==> src/rtl/gray_rx_decoder_if.sv <==
// ---------------------------------------------------------------------------
// gray_rx_decoder_if
//   Bundles the sample/control inputs and the status outputs of the Gray
//   stream decoder.
//   master : the side that supplies Valid/Gray/Clr and observes the status.
//   slave  : the decoder itself.
//   Signals:
//     Valid      - Gray sample qualifier
//     Gray       - Gray-coded input word (W bits)
//     Clr        - synchronous clear of state, counter and sticky error
//     Bin        - registered binary decode of last accepted sample
//     Bin_valid  - one-cycle pulse, Bin updated
//     Overflow   - one-cycle pulse, accepted step 2^W-1 -> 0
//     Step_err   - one-cycle pulse, illegal transition
//     Err_sticky - latched error flag
//     Wrap_cnt   - saturating count of Overflow events
//     State      - 00 IDLE, 01 LOCK, 10 ERR
// ---------------------------------------------------------------------------
interface gray_rx_decoder_if #(
  parameter int W          = 3,
  parameter int WRAP_CNT_W = 8
);
  logic                  Valid;
  logic [W-1:0]          Gray;
  logic                  Clr;
  logic [W-1:0]          Bin;
  logic                  Bin_valid;
  logic                  Overflow;
  logic                  Step_err;
  logic                  Err_sticky;
  logic [WRAP_CNT_W-1:0] Wrap_cnt;
  logic [1:0]            State;

  modport master (
    output Valid, Gray, Clr,
    input  Bin, Bin_valid, Overflow, Step_err, Err_sticky, Wrap_cnt, State
  );

  modport slave (
    input  Valid, Gray, Clr,
    output Bin, Bin_valid, Overflow, Step_err, Err_sticky, Wrap_cnt, State
  );
endinterface

==> src/rtl/gray_rx_decoder.sv <==
// ---------------------------------------------------------------------------
// gray_rx_decoder
//   Receives a Gray-coded counter word, decodes it to binary and checks that
//   the stream only holds or advances by +1 (modulo 2^W). Reports the decoded
//   value, wrap events, illegal steps, a sticky error flag and a saturating
//   wrap count. All outputs are registered; one cycle of latency.
//
//   Ports:
//     Clk     - system clock, rising edge
//     Reset_n - asynchronous active-low reset (all outputs to 0, State IDLE)
//     bus     - gray_rx_decoder_if.slave (Valid, Gray, Clr in;
//               Bin, Bin_valid, Overflow, Step_err, Err_sticky, Wrap_cnt,
//               State out)
//
//   Optional feature macro: GRAY_DEC_ZERO_RESYNC_EN
//     When defined, a jump to 0 while locked (from a value other than 0 or
//     2^W-1) is accepted as an upstream counter reset instead of an error.
// ---------------------------------------------------------------------------
module gray_rx_decoder #(
  parameter int W          = 3,
  parameter int WRAP_CNT_W = 8
) (
  input  logic              Clk,
  input  logic              Reset_n,
  gray_rx_decoder_if.slave  bus
);

  typedef enum logic [1:0] {
    IDLE = 2'b00,
    LOCK = 2'b01,
    ERR  = 2'b10
  } state_t;

  localparam logic [W-1:0]          BIN_MAX  = {W{1'b1}};
  localparam logic [W-1:0]          STEP_ONE = {{(W-1){1'b0}}, 1'b1};
  localparam logic [WRAP_CNT_W-1:0] WRAP_MAX = {WRAP_CNT_W{1'b1}};

  function automatic logic [W-1:0] gray2bin(input logic [W-1:0] g);
    logic [W-1:0] b;
    b[W-1] = g[W-1];
    for (int i = W-2; i >= 0; i--) begin
      b[i] = b[i+1] ^ g[i];
    end
    return b;
  endfunction

  function automatic logic [WRAP_CNT_W-1:0] sat_inc(input logic [WRAP_CNT_W-1:0] c);
    return (c == WRAP_MAX) ? c : c + 1'b1;
  endfunction

  state_t                state;
  logic [W-1:0]          bin_p1;
  logic                  vld_p1;
  logic                  ovf_p1;
  logic                  err_p1;
  logic                  sticky;
  logic [WRAP_CNT_W-1:0] wrap_cnt;

  logic [W-1:0]          bin_p0;
  logic [W-1:0]          step_p0;

  // Stage p0: combinational decode of the incoming sample and its distance
  // from the previously accepted value (modulo 2^W).
  assign bin_p0  = gray2bin(bus.Gray);
  assign step_p0 = bin_p0 - bin_p1;

  // Stage p1: registered result and stream-tracking FSM.
  always_ff @(posedge Clk or negedge Reset_n) begin
    if (!Reset_n) begin
      state    <= IDLE;
      bin_p1   <= '0;
      vld_p1   <= 1'b0;
      ovf_p1   <= 1'b0;
      err_p1   <= 1'b0;
      sticky   <= 1'b0;
      wrap_cnt <= '0;
    end else begin
      vld_p1 <= 1'b0;
      ovf_p1 <= 1'b0;
      err_p1 <= 1'b0;
      if (bus.Clr) begin
        // The sample on this edge is dropped; Bin keeps the last value.
        state    <= IDLE;
        sticky   <= 1'b0;
        wrap_cnt <= '0;
      end else if (bus.Valid) begin
        bin_p1 <= bin_p0;
        vld_p1 <= 1'b1;
        case (state)
          LOCK: begin
            if (step_p0 == STEP_ONE) begin
              // A +1 step from the top value can only land on 0: a wrap.
              if (bin_p1 == BIN_MAX) begin
                ovf_p1   <= 1'b1;
                wrap_cnt <= sat_inc(wrap_cnt);
              end
            end else if (step_p0 != '0) begin
`ifdef GRAY_DEC_ZERO_RESYNC_EN
              // Landing on 0 here means prev was neither 0 nor max (those
              // are the hold and wrap cases), so treat it as a resync.
              if (bin_p0 != '0) begin
                err_p1 <= 1'b1;
                sticky <= 1'b1;
                state  <= ERR;
              end
`else
              err_p1 <= 1'b1;
              sticky <= 1'b1;
              state  <= ERR;
`endif
            end
          end
          // IDLE and ERR: this sample becomes the new reference.
          default: state <= LOCK;
        endcase
      end
    end
  end

  assign bus.Bin        = bin_p1;
  assign bus.Bin_valid  = vld_p1;
  assign bus.Overflow   = ovf_p1;
  assign bus.Step_err   = err_p1;
  assign bus.Err_sticky = sticky;
  assign bus.Wrap_cnt   = wrap_cnt;
  assign bus.State      = state;

endmodule

==> src/flat_wrapper.sv <==
// flat-port wrapper written by rule: the top's interface ports become plain ports
module gray_rx_decoder_flat 
#(
  parameter int W          = 3,
  parameter int WRAP_CNT_W = 8
)
  (Clk, Reset_n, bus_Valid, bus_Gray, bus_Clr, bus_Bin, bus_Bin_valid, bus_Overflow, bus_Step_err, bus_Err_sticky, bus_Wrap_cnt, bus_State);
  gray_rx_decoder_if #(.W(W), .WRAP_CNT_W(WRAP_CNT_W)) bus_i ();
  input  logic Clk;
  input  logic Reset_n;
  input wire logic [$bits(bus_i.Valid)-1:0] bus_Valid;
  input wire logic [$bits(bus_i.Gray)-1:0] bus_Gray;
  input wire logic [$bits(bus_i.Clr)-1:0] bus_Clr;
  output wire logic [$bits(bus_i.Bin)-1:0] bus_Bin;
  output wire logic [$bits(bus_i.Bin_valid)-1:0] bus_Bin_valid;
  output wire logic [$bits(bus_i.Overflow)-1:0] bus_Overflow;
  output wire logic [$bits(bus_i.Step_err)-1:0] bus_Step_err;
  output wire logic [$bits(bus_i.Err_sticky)-1:0] bus_Err_sticky;
  output wire logic [$bits(bus_i.Wrap_cnt)-1:0] bus_Wrap_cnt;
  output wire logic [$bits(bus_i.State)-1:0] bus_State;
  assign bus_i.Valid = bus_Valid;
  assign bus_i.Gray = bus_Gray;
  assign bus_i.Clr = bus_Clr;
  assign bus_Bin = bus_i.Bin;
  assign bus_Bin_valid = bus_i.Bin_valid;
  assign bus_Overflow = bus_i.Overflow;
  assign bus_Step_err = bus_i.Step_err;
  assign bus_Err_sticky = bus_i.Err_sticky;
  assign bus_Wrap_cnt = bus_i.Wrap_cnt;
  assign bus_State = bus_i.State;
  gray_rx_decoder #(.W(W), .WRAP_CNT_W(WRAP_CNT_W)) u_core (.Clk(Clk), .Reset_n(Reset_n), .bus(bus_i));
endmodule
==> config.mk <==
export PLATFORM = sky130hd
export DESIGN_NAME = gray_rx_decoder_flat
export DESIGN_NICKNAME = d
export VERILOG_FILES = /design/src/rtl/gray_rx_decoder_if.sv /design/src/rtl/gray_rx_decoder.sv /design/src/flat_wrapper.sv
export SDC_FILE = /design/constraint.sdc
export NUM_CORES = 1
export LEC_CHECK = 0
export CAP_MARGIN = 20
export CORE_ASPECT_RATIO = 0.8
export CORE_MARGIN = 4
export CORE_UTILIZATION = 40
export CTS_BUF_LIST = sky130_fd_sc_hd__clkbuf_16
export DETAILED_ROUTE_END_ITERATION = 6
export PLACE_DENSITY = 0.67
export SLEW_MARGIN = 25
export SYNTH_ARGS = -nofsm -noshare
export SYNTH_HDL_FRONTEND = slang
export SYNTH_SLANG_ARGS = --single-unit
==> constraint.sdc <==
create_clock -name Clk -period 2.2 [get_ports Clk]
set_input_delay 0.22 -clock Clk [delete_from_list [all_inputs] [get_ports Clk]]
set_output_delay 0.22 -clock Clk [all_outputs]
set_load 0.1 [all_outputs]
==> impl_metrics.toml, run 1 <==
[pwr]
peakVddDrop_mv = 0.823
leakagePower_uw = 0.000616
power.total_uw = 1030
power_density_mw_per_mm2 = 736

[routing]
routedWlPerCell_um = 14.3
vias_per_cell = 5.37
remaining_drc_errors = 0
drtIter0Drc = 18
vias = 800
drt-total-wl_um = 2140
ant_nets = 0
drtPass1Iterations = 4

[synth]
ys_seq_elements = 17
syn_area_per_cell_sq_um = 10.2
synth_edf_count = 0
syn-num-nets = 97
synth_cells = 87
async_flop_share = 1.00
synth-main-ff-cell = "dfrtp_1"
synth.area.top_cells = "dfrtp_1 48%, a21oi_1 5.7%, or4_1 5.1%"
synth_cell_type_count = 32
yosysSeqAreaShare = 0.482
synth_area_leader_cell = "dfrtp_1"
synth-warning-count = 0
syn_area_sq_um = 883
synth_top_cell_area_share = 0.482

[timing]
max_freq_mhz = 389
rsz0062_at_grt = "yes"
final_hold_viol_count = 0
worst_pin_slew_ns = 0.787
setup_violations = 8
maxSlewViolCount = 0
timing.final.ws_setup_ns = -0.368
period_needed_ns = 2.57
skew_ns = 0.00338
fin_crit_sh = 1.17
slew_headroom = 0.472

[cts]
h-tree-depth = 1
clk_latency_ns = 0.24
clk_pin_slew_ns = 0.05
clk_path_buf_depth = 2
numCtsBuffers = 3
cts.sinks = 17
ctsRootBufferMaster = "clkbuf_16"
cts_tree = "done"
cts-hold-fix-buffers = 0

[grt]
grt_first_pass_wirelength_um = 3440
track_usage = 0.151
antenna_found_initial = 0
grt-ovfl-total = 0
grt_max_degree = 18
grt_pass1_vias = 697

[floorplanning]
die_h_um = 50.0
dieArea_sq_mm = 0.00303
die_x_um = 60.5
rows = 14
ios = 24
core_sq_mm = 0.00198
start_util = 0.446

[worst_setup_path]
critical-path-slowest-cell = "or4_1"
max_stage_delay_ns = 0.53
arrival_ns = 2.74
critPathRequiredTime_ns = 2.37
critPathKind = "flip-flop to flip-flop"
r2r_cells = 7
critPathLaunchType = "flip-flop"
critPathCaptureType = "flip-flop"
crit_chain = "ha_4, inv_2, fa_2, or4_1, buf_6, or4_4, a21oi_2"
crit_start = "u_core.bus.Bin[0]"
r2r-start = "u_core.bus.Bin[0]"
cp_max_fo = 8

[layout]
drive_gt1_frac = 0.464
fin_area_sq_mm = 0.00140
nNetsFinal = 136
syn2layout_area_growth_pct = 57.9
num_antenna_cells = 0

[outcome]
violations = "negative setup slack"
status = "finished with violations"

[run]
maxCapViolCount = 0

[placed_design]
dp_hpwl_um = 1490
port_buffers = 23
place_area_sq_mm = 0.00120
gp_routability_congestion = 0.700

[min_path]
hold_path.class = "input port to async pin"
-- routing by layer --
layer / part of all wire / vias up / track usage
met5: 0 / - / 0
met4: 0.0056 / 0 / 0.0217
met3: 0.065 / 2 / 0.0574
met2: 0.46 / 22 / 0.209
met1: 0.47 / 383 / 0.227
li1: - / 393 / -
-- registers in the layout (all words and copies together), names as in the netlist --
register	count
u_core.bus.Err_sticky	1
u_core.bus.Bin	3
u_core.bus.Bin_valid	1
u_core.bus.Step_err	1
u_core.bus.Overflow	1
u_core.bus.Wrap_cnt	8
u_core.bus.State	2
-- cell families after synthesis --
family	count (synthesis)	share of synthesized area
simple gates	29	0.191
compound gates	24	0.163
flops	17	0.482
buf+inv	10	0.0552
xor+xnor	3	0.0453
fa+ha+maj	3	0.0510
mux	1	0.0127
-- timing repair --
action | in CTS | in global routing
setup endpoints to repair | 10 | 8
buffers inserted | 4 | 1
pin swaps | 8 | 3
gates resized for setup | 25 | 9
-- report_power, final --
part | leakage [uW] | internal (uW) | switching (uW)
sequential | 0.000225 | 335 | 12.7
clock | 0.0000423 | 241 | 108
combinational | 0.000349 | 118 | 212
total | 0.000616 | 694 | 333
-- final timing paths --
path,to,slack [ns]
max,u_core.bus.Wrap_cnt[7],-0.37
min,u_core.bus.Bin[0],0.31
max reg2reg,u_core.bus.Wrap_cnt[7],-0.37
min reg2reg,u_core.bus.Wrap_cnt[6],0.57
max in group asynchronous,u_core.bus.Bin[1],1.68
min in group Clk,u_core.bus.Bin[2],0.33
-- area by class of cell --
class | count | area, sq um
Clock buffer | 3 | 75.1
Multi-Input combinational cell | 60 | 508
Inverter | 6 | 22.5
Sequential cell | 17 | 434
Fill cell | 148 | 584
Tap cell | 24 | 30.0
Timing Repair Buffer | 38 | 322
Clock inverter | 1 | 3.75
-- stage by stage --
step                      hold slack [ns]  std cells  setup WS [ns]   util  setup TNS (ns)
after global routing                0.329        149         -0.412  0.705           -2.82
after floorplan                   -0.0756         87         -0.424      -           -3.26
after detailed placement            0.567        140          -1.09  0.606           -9.84
after global placement              0.559        140          -1.01  0.606           -8.95
final                               0.307        149         -0.368  0.705           -2.31
after CTS                           0.313        148         -0.380  0.680           -2.50
-- cell usage in the layout, fill, tap and decap left out, types with 2 or more instances in the layout --
master	count
a21oi_1	5
a21oi_2	5
buf_4	28
buf_6	5
clkbuf_16	3
clkdlybuf4s50_1	3
dfrtp_1	14
dfrtp_4	2
inv_1	6
nand2_1	5
nand3_1	2
nor2_1	4
o21ai_0	4
o21ai_1	2
o31ai_1	3
o31ai_4	2
or3_2	2
or4_1	5
-- worst max-delay path, delay by kind of cell, from the launching register on --
kind | cells | cell delay [ns]
and+or+nand+nor | 2 | 1.06
AOI/OAI and AO/OA | 1 | 0.15
DFF | 1 | 0.49
buffers and inverters | 2 | 0.20
adders and majority gates | 2 | 0.59
-- cell usage after synthesis, types with 2 or more instances --
master    number
ha_1           2
nor2_1         5
or4_1          6
a21oi_1       10
o31ai_1        5
o21ai_0        5
or3_2          2
nand2_1        5
clkbuf_1       2
dfrtp_1       17
nand3_1        2
inv_1          6
Note: power is estimated with default switching activity, not from simulation.
==> run 2: changes to the inputs <==
--- a/config.mk
+++ b/config.mk
@@ -5,13 +5,15 @@
 export SDC_FILE = /design/constraint.sdc
 export NUM_CORES = 1
 export LEC_CHECK = 0
+export ABC_AREA = 1
+export ABC_CLOCK_PERIOD_IN_PS = 2200
 export CAP_MARGIN = 20
 export CORE_ASPECT_RATIO = 0.8
 export CORE_MARGIN = 4
 export CORE_UTILIZATION = 40
 export CTS_BUF_LIST = sky130_fd_sc_hd__clkbuf_16
 export DETAILED_ROUTE_END_ITERATION = 6
-export PLACE_DENSITY = 0.67
+export PLACE_DENSITY = 0.64
 export SLEW_MARGIN = 25
 export SYNTH_ARGS = -nofsm -noshare
 export SYNTH_HDL_FRONTEND = slang
==> run 2 against run 1 <==
The run now ends clean. Fmax is 26% higher. Cell area is 2.3% higher. Sequential power hardly changed. Flip-flop and latch count stayed put. Global-route usage is 0.11 points higher. Clock power is 4% higher. Highest routed layer unchanged.
==> impl_metrics.toml, run 2 <==
[outcome]
status = "finished, final reports clean"

[grt]
grt-ovfl-total = 0
track_usage = 0.152
grt_pass1_vias = 838
grt_first_pass_wirelength_um = 3960
antenna_found_initial = 0
grt_max_degree = 18

[timing]
fin_crit_sh = 0.926
fin_setup_tns_ns = 0
period_needed_ns = 2.04
max_freq_mhz = 491
rsz0062_at_grt = "no"
setup_violations = 0
timing.hold.ws_ns = 0.297
skew_ns = 0.00235
maxSlewViolCount = 0
worst_pin_slew_ns = 0.318
timing.final.ws_setup_ns = 0.163
slew_headroom = 0.786
final_hold_viol_count = 0

[worst_setup_path]
max_stage_delay_ns = 0.50
cp_max_fo = 8
rr_endpoint = "u_core.bus.Wrap_cnt[1]"
critPathRequiredTime_ns = 2.39
ff2ff_setup_slack_ns = 0.33
arrival_ns = 2.22
r2r-start = "u_core.bus.Bin[0]"
r2r_cells = 8
crit_start = "bus_Gray[0]"
critPathCaptureType = "flip-flop"
critical-path-slowest-cell = "clkdlybuf4s50_1"
crit_chain = "clkdlybuf4s50_1, xnor2_2, ha_2, inv_1, fa_2, nand2_1, nand2_1, nand2_2, nand4_4, nor2_4, nand4_1, nand2_1"
critPathLaunchType = "input port"
cp-endpoint = "u_core.bus.Wrap_cnt[1]"
cpMostUsedCell = "nand2_1"
critPathKind = "input port to flip-flop"

[pwr]
peakVddDrop_mv = 0.553
power_density_mw_per_mm2 = 753
leakagePower_uw = 0.000754
power.total_uw = 1070

[synth]
syn_area_per_cell_sq_um = 7.85
synth-main-ff-cell = "dfrtp_1"
synth-warning-count = 0
synth_top_cell_area_share = 0.399
ys_seq_elements = 17
syn_area_sq_mm = 0.00107
yosysMostFrequentCell = "nand2_1"
synth_cell_type_count = 25
synth_commonest_cells = "43 x nand2_1, 22 x inv_1, 17 x dfrtp_1"
async_flop_share = 1.00
syn-num-nets = 146
yosysSeqAreaShare = 0.399
synth.area.top_cells = "dfrtp_1 40%, nand2_1 15%, inv_1 7.7%"
synth_cells = 136
synth_area_leader_cell = "dfrtp_1"
synth_edf_count = 0

[placed_design]
dpl_worst_slack_ns = -0.421
port_buffers = 23
gp_routability_congestion = 0.813
dp_hpwl_um = 1800

[layout]
nNetsFinal = 177
layout_commonest_cell = "nand2_1"
syn2layout_area_growth_pct = 33.8
num_antenna_cells = 0
largest_register_ffs = 8
drive_gt1_frac = 0.289
seqCellArea_sq_um = 428
fillers = 225
layout_common_cells = "42 x nand2_1, 22 x inv_1, 22 x buf_4"
multi_input_area_sq_um = 558

[cts]
numCtsBuffers = 3
clk_path_buf_depth = 2
ctsRootBufferMaster = "clkbuf_16"
clk_latency_ns = 0.25
clk_pin_slew_ns = 0.05
h-tree-depth = 1
cts_tree = "done"
cts.sinks = 17

[run]
maxCapViolCount = 0

[routing]
drtPass1Iterations = 5
ant_nets = 0
drtIter0Drc = 33
routedWlPerCell_um = 11.6
drt-total-wl_um = 2350
remaining_drc_errors = 0
vias_per_cell = 4.65
vias = 940

[floorplanning]
die_h_um = 54.2
ios = 24
dieArea_sq_mm = 0.00356
die_x_um = 65.8
start_util = 0.427
core_sq_mm = 0.00250
rows = 16

[min_path]
hold_path.class = "input port to async pin"
-- run 2: cell types whose count changed after synthesis, sizes merged, moves of 3 or more --
cell	change
nand4	+10
or4	-6
a21oi	-9
clkbuf	-4
o31ai	-5
nand2	+41
nand3	+6
inv	+19
or3	-3
nor2	+3
-- run 2: critical path, delay by kind of cell --
| family | cells | cell delay [ns] |
|---|---|---|
| xor+xnor | 1 | 0.13 |
| fa+ha+maj | 2 | 0.52 |
| buf+inv | 2 | 0.55 |
| simple gates | 7 | 0.79 |
-- run 2: how the worst min path moves through the flow --
stage | startpoint | endpoint | cells past startpoint
6_report | Reset_n | u_core.bus.Bin[1] | 2
3_3_place_gp | u_core.bus.Err_sticky | u_core.bus.Err_sticky | 2
3_5_place_dp | u_core.bus.Err_sticky | u_core.bus.Err_sticky | 2
4_1_cts | Reset_n | u_core.bus.Wrap_cnt[3] | 2
5_1_grt | Reset_n | u_core.bus.Bin[1] | 2
2_1_floorplan | Reset_n | u_core.bus.Bin[0] | 0
-- run 2: stage by stage --
| step | area [sq um] | cells | util |
|---|---|---|---|
| floorplan | 1070 | 136 | - |
| global placement | 1330 | 198 | 0.531 |
| detailed placement | 1330 | 198 | 0.531 |
| CTS | 1410 | 202 | 0.565 |
| global route | 1430 | 202 | 0.571 |
| finish | 1430 | 202 | 0.571 |
-- run 2: cell type report --
| cell class | count | area share |
|---|---|---|
| clock buffer | 3 | 0.0526 |
| timing repair buffer | 28 | 0.156 |
| clock inverter | 1 | 0.00351 |
| inverter | 25 | 0.0657 |
| multi-input combinational | 92 | 0.391 |
| sequential | 17 | 0.300 |
| tap | 36 | 0.0316 |
-- run 2: cells by family (layout without fill, tap and decap cells) --
family          after synthesis  in the layout  share of synthesized area
simple gates                 75             75                      0.367
buf+inv                      27             57                     0.0996
compound gates                9              9                     0.0445
fa+ha+maj                     3              3                     0.0422
flops                        17             17                      0.399
xor+xnor                      5              5                     0.0481
-- run 2: repair_timing --
action / CTS / global route
buffers inserted: 0 / 0
endpoints found under the hold margin: 0 / 0
hold buffers: 0 / 0
pin swaps: 6 / 5
endpoints found under the setup margin: 10 / 10
gates resized for setup: 5 / 3
-- run 2: routing by layer --
layer / up-vias / share of wire / track usage
li1: 485 / - / -
met1: 428 / 0.49 / 0.215
met2: 23 / 0.44 / 0.216
met3: 4 / 0.066 / 0.0543
met4: 0 / 0.0064 / 0.0483
met5: - / 0 / 0
-- run 2: power by group --
group	internal, uW	switching [uW]	total (uW)
registers	333	15.6	349
clock network	243	121	364
logic	101	261	361
total	677	397	1070
==> run 3: changes to the inputs <==
--- a/config.mk
+++ b/config.mk
@@ -6,7 +6,6 @@
 export NUM_CORES = 1
 export LEC_CHECK = 0
 export ABC_AREA = 1
-export ABC_CLOCK_PERIOD_IN_PS = 2200
 export CAP_MARGIN = 20
 export CORE_ASPECT_RATIO = 0.8
 export CORE_MARGIN = 4
==> results of run 3 <==
The final DEF is identical to that of run 2; final timing and power are the same.
